### src/rtl/mux_arb_pkg.sv
// Shared defaults, output-stage state encoding and index helper for the round-robin mux arbiter.
package mux_arb_pkg;

  localparam int unsigned DEF_N_REQ = 4;
  localparam int unsigned DEF_WIDTH = 8;

  typedef enum logic {
    ST_EMPTY = 1'b0,
    ST_FULL  = 1'b1
  } out_state_e;

  // Modulo-n increment of a requester index
  function automatic int unsigned next_idx(input int unsigned idx, input int unsigned n);
    return ((idx + 32'd1) >= n) ? 32'd0 : (idx + 32'd1);
  endfunction

endpackage

### src/rtl/rr_pick.sv
// Round-robin pick: first valid requester at or after rr_ptr, with wrap.
module rr_pick #(
  parameter  int unsigned N_REQ = 4,
  localparam int unsigned SRC_W = $clog2(N_REQ)
) (
  input  logic [N_REQ-1:0] req_valid,
  input  logic [SRC_W-1:0] rr_ptr,
  output logic             any_req,
  output logic [SRC_W-1:0] grant
);

  logic [2*N_REQ-1:0] w_dbl;
  logic [N_REQ-1:0]   w_rot;
  logic [SRC_W-1:0]   w_off;
  logic               w_found;
  int unsigned        w_sum;

  // Rotate so that rr_ptr lands at bit 0; the doubled copy supplies the wrapped bits
  assign w_dbl   = {req_valid, req_valid};
  assign w_rot   = N_REQ'(w_dbl >> rr_ptr);
  assign any_req = |req_valid;

  // Priority encoder: lowest set bit of the rotated vector is the offset from rr_ptr
  always_comb begin
    w_off   = '0;
    w_found = 1'b0;
    for (int unsigned i = 0; i < N_REQ; i++) begin
      if (w_rot[i] && !w_found) begin
        w_off   = SRC_W'(i);
        w_found = 1'b1;
      end
    end
  end

  // Undo the rotation to recover the absolute requester index
  always_comb begin
    w_sum = 32'(rr_ptr) + 32'(w_off);
    grant = SRC_W'(w_sum % N_REQ);
  end

endmodule

### src/rtl/mux_rr_arbiter.sv
// N_REQ:1 registered mux with round-robin arbitration and valid/ready on both sides.
module mux_rr_arbiter
  import mux_arb_pkg::*;
#(
  parameter  int unsigned N_REQ = DEF_N_REQ,
  parameter  int unsigned WIDTH = DEF_WIDTH,
  localparam int unsigned SRC_W = $clog2(N_REQ)
) (
  input  logic                   clk,
  input  logic                   rst_n,
  input  logic [N_REQ-1:0]       req_valid,
  input  logic [N_REQ*WIDTH-1:0] req_data,
  output logic [N_REQ-1:0]       req_ready,
  output logic                   out_valid,
  output logic [WIDTH-1:0]       out_data,
  output logic [SRC_W-1:0]       out_src,
  input  logic                   out_ready
);

  out_state_e       r_state;
  out_state_e       w_state_nxt;
  logic [WIDTH-1:0] r_data;
  logic [SRC_W-1:0] r_src;
  logic [SRC_W-1:0] r_ptr;

  logic             w_any_req;
  logic [SRC_W-1:0] w_grant;
  logic             w_can_accept;
  logic             w_xfer;
  logic [WIDTH-1:0] w_data_arr [N_REQ];
  logic [WIDTH-1:0] w_sel_data;

  rr_pick #(.N_REQ(N_REQ)) u_rr_pick (
    .req_valid (req_valid),
    .rr_ptr    (r_ptr),
    .any_req   (w_any_req),
    .grant     (w_grant)
  );

  assign out_valid = (r_state == ST_FULL);
  assign out_data  = r_data;
  assign out_src   = r_src;

  // Output slot is free when empty or being drained this cycle; no grants while in reset
  assign w_can_accept = !out_valid || out_ready;
  assign w_xfer       = rst_n && w_can_accept && w_any_req;

  // Unpack the flat data bus and select the granted requester
  always_comb begin
    for (int unsigned i = 0; i < N_REQ; i++) begin
      w_data_arr[i] = req_data[i*WIDTH +: WIDTH];
    end
    w_sel_data = w_data_arr[w_grant];
  end

  // One-hot ready to the granted requester only
  always_comb begin
    req_ready = '0;
    if (w_xfer) begin
      req_ready[w_grant] = 1'b1;
    end
  end

  // Output stage next state
  always_comb begin
    w_state_nxt = r_state;
    case (r_state)
      ST_EMPTY: begin
        if (w_xfer) w_state_nxt = ST_FULL;
      end
      ST_FULL: begin
        if (out_ready && !w_any_req) w_state_nxt = ST_EMPTY;
      end
      default: w_state_nxt = ST_EMPTY;
    endcase
  end

  // Output stage state register
  always_ff @(posedge clk or negedge rst_n) begin
    if (!rst_n) begin
      r_state <= ST_EMPTY;
    end else begin
      r_state <= w_state_nxt;
    end
  end

  // Capture granted payload and advance the pointer past the winner
  always_ff @(posedge clk or negedge rst_n) begin
    if (!rst_n) begin
      r_data <= '0;
      r_src  <= '0;
      r_ptr  <= '0;
    end else if (w_xfer) begin
      r_data <= w_sel_data;
      r_src  <= w_grant;
      r_ptr  <= SRC_W'(next_idx(32'(w_grant), N_REQ));
    end
  end

endmodule

### config.mk
export PLATFORM = sky130hd
export DESIGN_NAME = mux_rr_arbiter
export DESIGN_NICKNAME = d
export VERILOG_FILES = /design/src/rtl/mux_arb_pkg.sv /design/src/rtl/rr_pick.sv /design/src/rtl/mux_rr_arbiter.sv
export SDC_FILE = /design/constraint.sdc
export NUM_CORES = 1
export LEC_CHECK = 0
export ABC_AREA = 1
export CAP_MARGIN = 20
export CELL_PAD_IN_SITES_DETAIL_PLACEMENT = 2
export CELL_PAD_IN_SITES_GLOBAL_PLACEMENT = 2
export CORE_MARGIN = 4
export CORE_UTILIZATION = 22
export CTS_BUF_LIST = sky130_fd_sc_hd__clkbuf_2 sky130_fd_sc_hd__clkbuf_4 sky130_fd_sc_hd__clkbuf_8
export CTS_CLUSTER_SIZE = 40
export DETAILED_ROUTE_END_ITERATION = 6
export HOLD_SLACK_MARGIN = 0.02
export PLACE_DENSITY_LB_ADDON = 0.25
export SLEW_MARGIN = 10
export SYNTH_ARGS = -nofsm -noshare
export SYNTH_HDL_FRONTEND = slang
export SYNTH_HIERARCHICAL = 1
export SYNTH_SLANG_ARGS = --single-unit
### constraint.sdc
create_clock -name clk -period 10.2 [get_ports clk]
set_input_delay 3.06 -clock clk [delete_from_list [all_inputs] [get_ports clk]]
set_output_delay 3.06 -clock clk [all_outputs]
set_load 0.01 [all_outputs]
==> results.sh, run 1 <==
export IMPL_status="finished clean"
export IMPL_placedCellCount=317
export IMPL_hpwlAfterDp_mm=3.12
export IMPL_post_cts_setup_buffers=0
export IMPL_p_leak_nw=0.980
export IMPL_finalSetupViolCount=0
export IMPL_cp_common_cell="nand2_1"
export IMPL_synth_seq_area_share_pct=28.0
export IMPL_synth_avg_cell_area_um2=5.88
export IMPL_clk_latency_ns=0.25
export IMPL_die_w_um=80.7
export IMPL_root_buffer="clkbuf_8"
export IMPL_required_ns=7.14
export IMPL_overflow=0
export IMPL_antennaDiodeCount=0
export IMPL_cellPowerDensity_nw_per_um2=308
export IMPL_tightest_slew_ns=0.762
export IMPL_core_area_um2=5110
export IMPL_design_area_um2=1790
export IMPL_hold_class="flip-flop to flip-flop"
export IMPL_drv_cap=0
export IMPL_grtUsageMet3_pct=3.48
export IMPL_relSlewSlack_pct=49.2
export IMPL_drive_gt1_share_pct=4.78
export IMPL_drt_total_wl_mm=4.07
export IMPL_switching_share_pct=53.2
export IMPL_finalCritPeriodShare_pct=89.4
export IMPL_nNetsFinal=296
export IMPL_cp_max_fo=11
export IMPL_maxSlewViolCount=0
export IMPL_viasPerCell=4.24
export IMPL_grt_util_met2_pct=23.9
export IMPL_cts_tree="done"
export IMPL_p_int_mw=0.258
export IMPL_crit_slowest_cell="clkdlybuf4s50_1"
export IMPL_clk_path_buf_depth=2
export IMPL_syn_nets=242
export IMPL_arrival_ns=6.05
export IMPL_yosys_top_cells_area="nand2_1 29%, dfrtp_1 28%, inv_1 13%"
export IMPL_synth_top_area_cell="nand2_1"
export IMPL_hold_violations=0
export IMPL_critPathKind="primary input to output pin"
export IMPL_syn_to_final_growth_pct=53.8
export IMPL_cts_resized=0
export IMPL_io_buffers=53
export IMPL_netlist_instances=198
export IMPL_dpl_cell_area_um2=1740
export IMPL_final_core_util_pct=35.0
export IMPL_cp_end_kind="output pin"
export IMPL_n_fill_cell=648
export IMPL_routedWlPerCell_um=12.7
export IMPL_grt_pass1_vias=1423
export IMPL_htreeDepth=1
export IMPL_yosys_register_bits=13
export IMPL_synth_top_area_share_pct=29.0
export IMPL_grtUsageMet1_pct=16.0
export IMPL_switchingPower_mw=0.293
export IMPL_busiest_layer="met2"
export IMPL_synth_distinct_cells=19
export IMPL_grt_pass1_wl_mm=6.67
export IMPL_comb_power_share_pct=74.0
export IMPL_globalplace_congestion=0.743
export IMPL_fin_cells=321
export IMPL_seq_power_share_pct=17.1
export IMPL_grt_max_degree=21
export IMPL_dieArea_um2=6520
export IMPL_peakVddDrop_mv=0.122
export IMPL_io_pins=54
export IMPL_drtIter0Drc=62
export IMPL_cts_hold_buf=0
export IMPL_synth_warnings=6
export IMPL_start_util_pct=22.8
export IMPL_max_freq_mhz=110
export IMPL_firstDrtPassIters=4
export IMPL_start_kind="primary input"
export IMPL_netlist_area_um2=1160
export IMPL_tns_ns=0
export IMPL_cts_sinks=13
export IMPL_drtAntennaViolNets=0
export IMPL_drc_errors=0
export IMPL_cts_buffers=3
export IMPL_pwr_share_clk_pct=8.9
export IMPL_fin_crit_ns=9.11
export IMPL_max_stage_delay_ns=0.49
export IMPL_rows=26
export IMPL_vias=1362
export IMPL_path_clk_slew_ns=0.06
export IMPL_crit_chain="clkdlybuf4s50_1 > nand2_1 > nand3_1 > nand2_1 > nand3_1 > a21boi_0 > ha_1 > xor2_1 > inv_1 > nand2_1 > nand2_1 > inv_1 > clkinv_2 > ha_1 > inv_1 > nor2_1 > clkdlybuf4s50_1"
export IMPL_groute_usage_overall_pct=13.1
export IMPL_grt_setup_unrepaired="no"
export IMPL_dieHeight_um=80.7
export IMPL_skew_ns=0.00499
export IMPL_antenna_found_initial=0
[layout by cell type (no fill, tap or decap)]
master / count
o21ai_0: 2
clkdlybuf4s50_1: 53
nor2_1: 7
clkbuf_8: 3
nand2_1: 90
dfrtp_1: 13
a21oi_4: 1
ha_1: 5
buf_4: 1
clkinv_2: 2
inv_1: 40
or4_1: 1
xor2_1: 1
nand3_1: 26
nand3_2: 1
a21boi_0: 1
nand2_2: 1
inv_2: 2
inv_4: 1
[layer usage]
| layer | share of wire, % | vias to the layer above |
|---|---|---|
| met2 | 49 | 30 |
| met5 | 0 | - |
| met4 | 0.098 | 0 |
| met3 | 4.5 | 2 |
| li1 | - | 690 |
| met1 | 47 | 640 |
[power groups by stage]
stage                     registers, mW  logic, mW  clock network (mW)
after floorplan                  0.0999      0.291                   0
after global placement           0.0962      0.406                   0
after detailed placement         0.0944      0.417                   0
after CTS                        0.0948      0.423              0.0510
after global routing             0.0988      0.474              0.0543
final                            0.0941      0.408              0.0490
[cells by family after synthesis]
kind of cell	after synthesis	share of synthesized area (%)
xor gates and xnor gates	1	0.753
and+or+nand+nor	126	44.5
DFF	13	28.0
AOI/OAI and AO/OA	4	2.90
adders and majority gates	5	5.38
buffers and inverters	49	18.5
[through the flow]
step / hold WS, ns / total power, mW / setup WS (ns)
floorplan: 0.513 / 0.391 / 2.50
global placement: 0.466 / 0.502 / 1.17
detailed placement: 0.468 / 0.512 / 1.11
CTS: 0.484 / 0.569 / 1.04
global route: 0.515 / 0.627 / 0.813
finish: 0.476 / 0.551 / 1.09
[path summary, 6_finish.rpt]
check,slack [ns],start,end,cells after the start
min in group asynchronous,3.13,rst_n,out_data[0],2
worst min-delay path,0.48,out_data[4],out_data[4],2
worst max register to register,7.39,r_ptr[0],r_ptr[1],16
worst max-delay path,1.09,req_valid[0],req_ready[0],17
max in group asynchronous,6.87,rst_n,out_data[6],2
worst min register to register,0.48,out_data[4],out_data[4],2
[worst max-delay path: cells and delay by family]
family                   cells  cell delay (ns)
AO/OA/AOI/OAI                1             0.17
XOR/XNOR                     1             0.18
adder cells (fa/ha/maj)      2             0.43
buffers and inverters        6             1.63
AND/OR/NAND/NOR              7             0.56
[cell type report]
type / instances / area [um2] / area share, %
multi-input combinational: 136 / 623 / 34.8
sequential: 13 / 325 / 18.2
timing repair buffer: 54 / 538 / 30.1
clock buffer: 3 / 41.3 / 2.31
clock inverter: 1 / 5.00 / 0.280
inverter: 44 / 169 / 9.44
tap: 70 / 87.6 / 4.90
[registers in the layout (all words and copies together), names as in the netlist]
signal / flops
out_data: 8
out_valid: 1
out_src: 2
r_ptr: 2
[Yosys cell counts (all sizes together)]
master / n
nand2: 91
inv: 43
nand3: 27
dfrtp: 13
nor2: 7
buf: 5
ha: 5
o21ai: 2
a21boi: 1
a21oi: 1
clkinv: 1
or4: 1
xor2: 1
Note: power is estimated with default switching activity, not from simulation.
==> run 2, diff against run 1 <==
Settings changed: MAX_ROUTING_LAYER set to met4.
==> run 2 against run 1 <==
  * Non-clock buffer count did not move
  * Count of clock-buffer cells in the layout unchanged
  * Highest routed layer is now met3
  * Cell count is the same
  * Routed wire length is 0.25% higher
  * Core utilization unchanged
  * Final area is the same
  * Sequential power hardly changed
  * Fmax hardly changed
  * Largest power group unchanged
  * Sequential share of layout area unchanged
  * Worst setup slack worse by 0.0062 ns
  * Die area unchanged
  * Worst hold slack hardly changed
==> results.sh, run 2 (synthesis results as in run 1) <==
export IMPL_drive_gt1_share_pct=4.78
export IMPL_layout_commonest_cell="nand2_1"
export IMPL_peakVddDrop_mv=0.123
export IMPL_post_cts_setup_buffers=0
export IMPL_vias=1357
export IMPL_tns_ns=0
export IMPL_cts_resized=0
export IMPL_core_area_um2=5110
export IMPL_arrival_ns=6.06
export IMPL_io_pins=54
export IMPL_skew_ns=0.00654
export IMPL_drc_errors=0
export IMPL_cts_buffers=3
export IMPL_viasPerCell=4.23
export IMPL_routedWlPerCell_um=12.7
export IMPL_groute_usage_overall_pct=13.5
export IMPL_drv_cap=0
export IMPL_p_leak_nw=0.980
export IMPL_maxSlewViolCount=0
export IMPL_status="finished clean"
export IMPL_finalCritPeriodShare_pct=89.4
export IMPL_start_kind="primary input"
export IMPL_drt_total_wl_mm=4.08
export IMPL_finalSetupViolCount=0
export IMPL_max_freq_mhz=110
export IMPL_drtIter0Drc=60
export IMPL_cp_end_kind="output pin"
export IMPL_globalplace_congestion=0.753
export IMPL_syn_to_final_growth_pct=53.8
export IMPL_start_util_pct=22.8
export IMPL_cts_tree="done"
export IMPL_grt_pass1_wl_mm=6.64
export IMPL_final_core_util_pct=35.0
export IMPL_htreeDepth=1
export IMPL_fin_crit_ns=9.12
export IMPL_grt_pass1_vias=1428
export IMPL_hpwlAfterDp_mm=3.12
export IMPL_cts_hold_buf=0
export IMPL_hold_class="flip-flop to flip-flop"
export IMPL_required_ns=7.14
export IMPL_dieArea_um2=6520
export IMPL_finalPower_mw=0.551
export IMPL_root_buffer="clkbuf_8"
export IMPL_grt_max_degree=21
export IMPL_clk_latency_ns=0.25
export IMPL_largest_reg_flops=8
export IMPL_firstDrtPassIters=4
export IMPL_antennaDiodeCount=0
export IMPL_drtAntennaViolNets=0
export IMPL_final_cell_mix="90 x nand2_1, 53 x clkdlybuf4s50_1, 40 x inv_1"
export IMPL_overflow=0
export IMPL_cp_max_fo=11
export IMPL_nNetsFinal=296
export IMPL_relSlewSlack_pct=49.0
export IMPL_grt_setup_unrepaired="no"
export IMPL_cts_sinks=13
export IMPL_path_clk_slew_ns=0.06
export IMPL_hold_violations=0
export IMPL_tightest_slew_ns=0.765
export IMPL_io_buffers=53
export IMPL_rows=26
export IMPL_antenna_found_initial=0
export IMPL_die_w_um=80.7
export IMPL_dieHeight_um=80.7
export IMPL_critPathKind="primary input to output pin"
export IMPL_cellPowerDensity_nw_per_um2=308
export IMPL_clk_path_buf_depth=2
-- run 2: cell counts in the layout (fill, tap and decap cells not counted) --
Identical to the previous run, type by type.
-- run 2: path summary, 6_finish.rpt --
kind                               from            to  slack, ns  cells past startpoint
setup / recovery           req_valid[0]  req_ready[0]       1.08                     17
hold / removal              out_data[4]   out_data[4]       0.48                      2
setup reg to reg               r_ptr[0]      r_ptr[1]       7.39                     16
hold reg to reg             out_data[4]   out_data[4]       0.48                      2
max in group asynchronous         rst_n   out_data[6]       6.87                      2
min in group asynchronous         rst_n    out_src[1]       3.13                      2
-- run 2: metal layers --
| layer | share of wire (%) | vias to the layer above | routed length, um | GRT usage [%] |
|---|---|---|---|---|
| met5 | 0 | - | 0 | - |
| met4 | 0 | 0 | 0 | 1.01 |
| met3 | 4.7 | 0 | 193 | 3.48 |
| met2 | 49 | 30 | 2010 | 23.9 |
| met1 | 46 | 637 | 1880 | 15.9 |
| li1 | - | 690 | - | - |
-- run 2: critical path: stages --
cell and delay [ns]:
clkdlybuf4s50_1 0.45, nand2_1 0.12, nand3_1 0.08, nand2_1 0.10
nand3_1 0.07, a21boi_0 0.17, ha_1 0.18, xor2_1 0.18
inv_1 0.08, nand2_1 0.09, nand2_1 0.06, inv_1 0.29
clkinv_2 0.28, ha_1 0.25, inv_1 0.05, nor2_1 0.04
clkdlybuf4s50_1 0.49
-- run 2: final cells by class --
class                   instances  area [um2]
fillers                       648        3320
multi-input cells             136         623
repair buffers                 54         538
flip-flops and latches         13         325
inverters                      44         169
well taps                      70        87.6
clock buffers                   3        41.3
clock inverters                 1        5.00
-- run 2: through the flow --
stage | instance area (um2) | hold WS [ns] | cells | worst slack, ns
2_1_floorplan | 1160 | 0.513 | 198 | 2.50
3_3_place_gp | 1740 | 0.466 | 317 | 1.17
3_5_place_dp | 1740 | 0.468 | 317 | 1.11
4_1_cts | 1790 | 0.484 | 321 | 1.04
5_1_grt | 1790 | 0.515 | 321 | 0.813
6_report | 1790 | 0.476 | 321 | 1.08
-- run 2: power breakdown --
part | internal (mW) | total, mW | leakage (nW) | switching (mW)
Sequential | 0.0749 | 0.0940 | 0.157 | 0.0191
Clock | 0.0271 | 0.0492 | 0.0255 | 0.0221
Combinational | 0.156 | 0.408 | 0.798 | 0.252
Total | 0.258 | 0.551 | 0.980 | 0.293
==> run 3, diff against run 2 <==
Clock period 10.2 ns to 10.8 ns, I/O delays scaled along.
==> run 3 against run 2 <==
  * Global-route usage increased by 0.50 points
  * Final area decreased by 0.42%
  * Sequential power down 4.4%
  * Count of clock-buffer cells in the layout unchanged
  * Sequential cell count unchanged
  * First-iteration DRC count shrank 57%
  * Critical path depth is the same
  * Clock skew shrank 0.0021 ns
  * Via count up 2.0%
  * Core utilization shrank 0.15 points
  * Total power down 5.4%
  * Largest power group unchanged
==> results.sh, run 3 (synthesis results as in run 1) <==
export IMPL_drc_errors=0
export IMPL_grt_setup_unrepaired="no"
export IMPL_max_stage_delay_ns=0.48
export IMPL_post_cts_setup_buffers=0
export IMPL_max_freq_mhz=106
export IMPL_drtIter0Drc=26
export IMPL_drt_met1_wl_mm=1.87
export IMPL_globalplace_congestion=0.753
export IMPL_cts_buffers=3
export IMPL_finalCritPeriodShare_pct=87.7
export IMPL_critPathKind="primary input to output pin"
export IMPL_grt_pass1_wl_mm=6.98
export IMPL_crit_slowest_cell="clkdlybuf4s50_1"
export IMPL_cts_hold_buf=0
export IMPL_cp_end_kind="output pin"
export IMPL_overflow=0
export IMPL_met3_length_um=191
export IMPL_vias=1384
export IMPL_relSlewSlack_pct=48.7
export IMPL_drive_gt1_share_pct=4.40
export IMPL_fin_crit_ns=9.47
export IMPL_holdWs_ns=0.479
export IMPL_required_ns=7.56
export IMPL_firstDrtPassIters=4
export IMPL_skew_ns=0.00445
export IMPL_start_kind="primary input"
export IMPL_antenna_found_initial=0
export IMPL_grt_max_degree=21
export IMPL_routed_wl_met2_mm=1.97
export IMPL_hold_class="flip-flop to flip-flop"
export IMPL_crit_chain="clkdlybuf4s50_1 > nand2_1 > nand3_1 > nand2_1 > nand3_1 > a21boi_0 > ha_1 > xor2_1 > inv_1 > nand2_1 > nand2_1 > inv_1 > clkinv_2 > ha_1 > inv_1 > nor2_1 > clkdlybuf4s50_1"
export IMPL_cp_common_cell="nand2_1"
export IMPL_cp_max_fo=11
export IMPL_tightest_slew_ns=0.769
export IMPL_core_area_um2=5110
export IMPL_path_clk_slew_ns=0.06
export IMPL_dpl_cell_area_um2=1740
export IMPL_drt_total_wl_mm=4.04
export IMPL_grt_pass1_vias=1489
export IMPL_peakVddDrop_mv=0.114
export IMPL_hold_violations=0
export IMPL_layout_commonest_cell="nand2_1"
export IMPL_cts_sinks=13
export IMPL_p_leak_nw=0.975
export IMPL_io_buffers=53
export IMPL_drv_cap=0
export IMPL_clk_path_buf_depth=2
export IMPL_antennaDiodeCount=0
export IMPL_rows=26
export IMPL_design_area_um2=1780
export IMPL_syn_to_final_growth_pct=53.1
export IMPL_top_layer_used="met4"
export IMPL_hpwlAfterDp_mm=3.15
export IMPL_finalPower_mw=0.521
export IMPL_drtAntennaViolNets=0
export IMPL_cellPowerDensity_nw_per_um2=293
export IMPL_htreeDepth=1
export IMPL_final_cell_mix="90 x nand2_1, 53 x clkdlybuf4s50_1, 40 x inv_1"
export IMPL_viasPerCell=4.33
export IMPL_clk_latency_ns=0.25
export IMPL_arrival_ns=6.23
export IMPL_dieHeight_um=80.7
export IMPL_root_buffer="clkbuf_8"
export IMPL_cts_tree="done"
export IMPL_nNetsFinal=295
export IMPL_io_pins=54
export IMPL_cts_resized=0
export IMPL_groute_usage_overall_pct=14.0
export IMPL_routedWlPerCell_um=12.6
export IMPL_dieArea_um2=6520
export IMPL_status="finished clean"
export IMPL_tns_ns=0
export IMPL_largest_reg_flops=8
export IMPL_maxSlewViolCount=0
export IMPL_die_w_um=80.7
export IMPL_finalSetupViolCount=0
export IMPL_start_util_pct=22.8
==> run 3: changes by cell type in the layout (fill, tap and decap cells not counted), sizes merged <==
cell	delta
buf	-1
==> run 3: power breakdown <==
| group | internal, mW | switching [mW] |
|---|---|---|
| combinational | 0.147 | 0.237 |
| clock | 0.0256 | 0.0210 |
| sequential | 0.0707 | 0.0192 |
| total | 0.244 | 0.278 |
==> run 3: layer usage <==
metal,vias up,track usage (%)
met2,32,23.7
met5,-,-
met1,665,17.5
li1,685,-
met3,2,3.25
met4,0,1.52
==> run 3: path summary, 6_finish.rpt <==
| check | cells after the start | end | slack, ns | start |
|---|---|---|---|---|
| min in group asynchronous | 1 | out_data[5] | 3.43 | rst_n |
| max in group asynchronous | 1 | out_src[1] | 6.89 | rst_n |
| min reg2reg | 2 | out_data[4] | 0.48 | out_data[4] |
| max | 17 | req_ready[1] | 1.33 | req_valid[0] |
| max reg2reg | 16 | r_ptr[1] | 7.97 | r_ptr[0] |
| min | 2 | out_data[4] | 0.48 | out_data[4] |
==> run 3: area by class of cell <==
type	count	area [um2]
clock buffer	3	41.3
clock inverter	1	5.00
tap	70	87.6
timing repair buffer	53	531
fill	659	3330
multi-input combinational	136	623
sequential	13	325
inverter	44	169
==> run 3: worst max-delay path: cells and delay by family <==
kind,cells,cell delay [ns]
xor+xnor,1,0.20
compound gates,1,0.17
fa+ha+maj,2,0.44
buf+inv,6,1.64
simple gates,7,0.53
==> run 3: through the flow <==
step	std cells	worst slack [ns]	util (%)
after CTS	320	1.28	34.9
final	320	1.33	34.9
after global placement	316	1.41	34.0
after detailed placement	316	1.33	34.0
after global routing	320	1.02	34.9
after floorplan	198	2.74	-
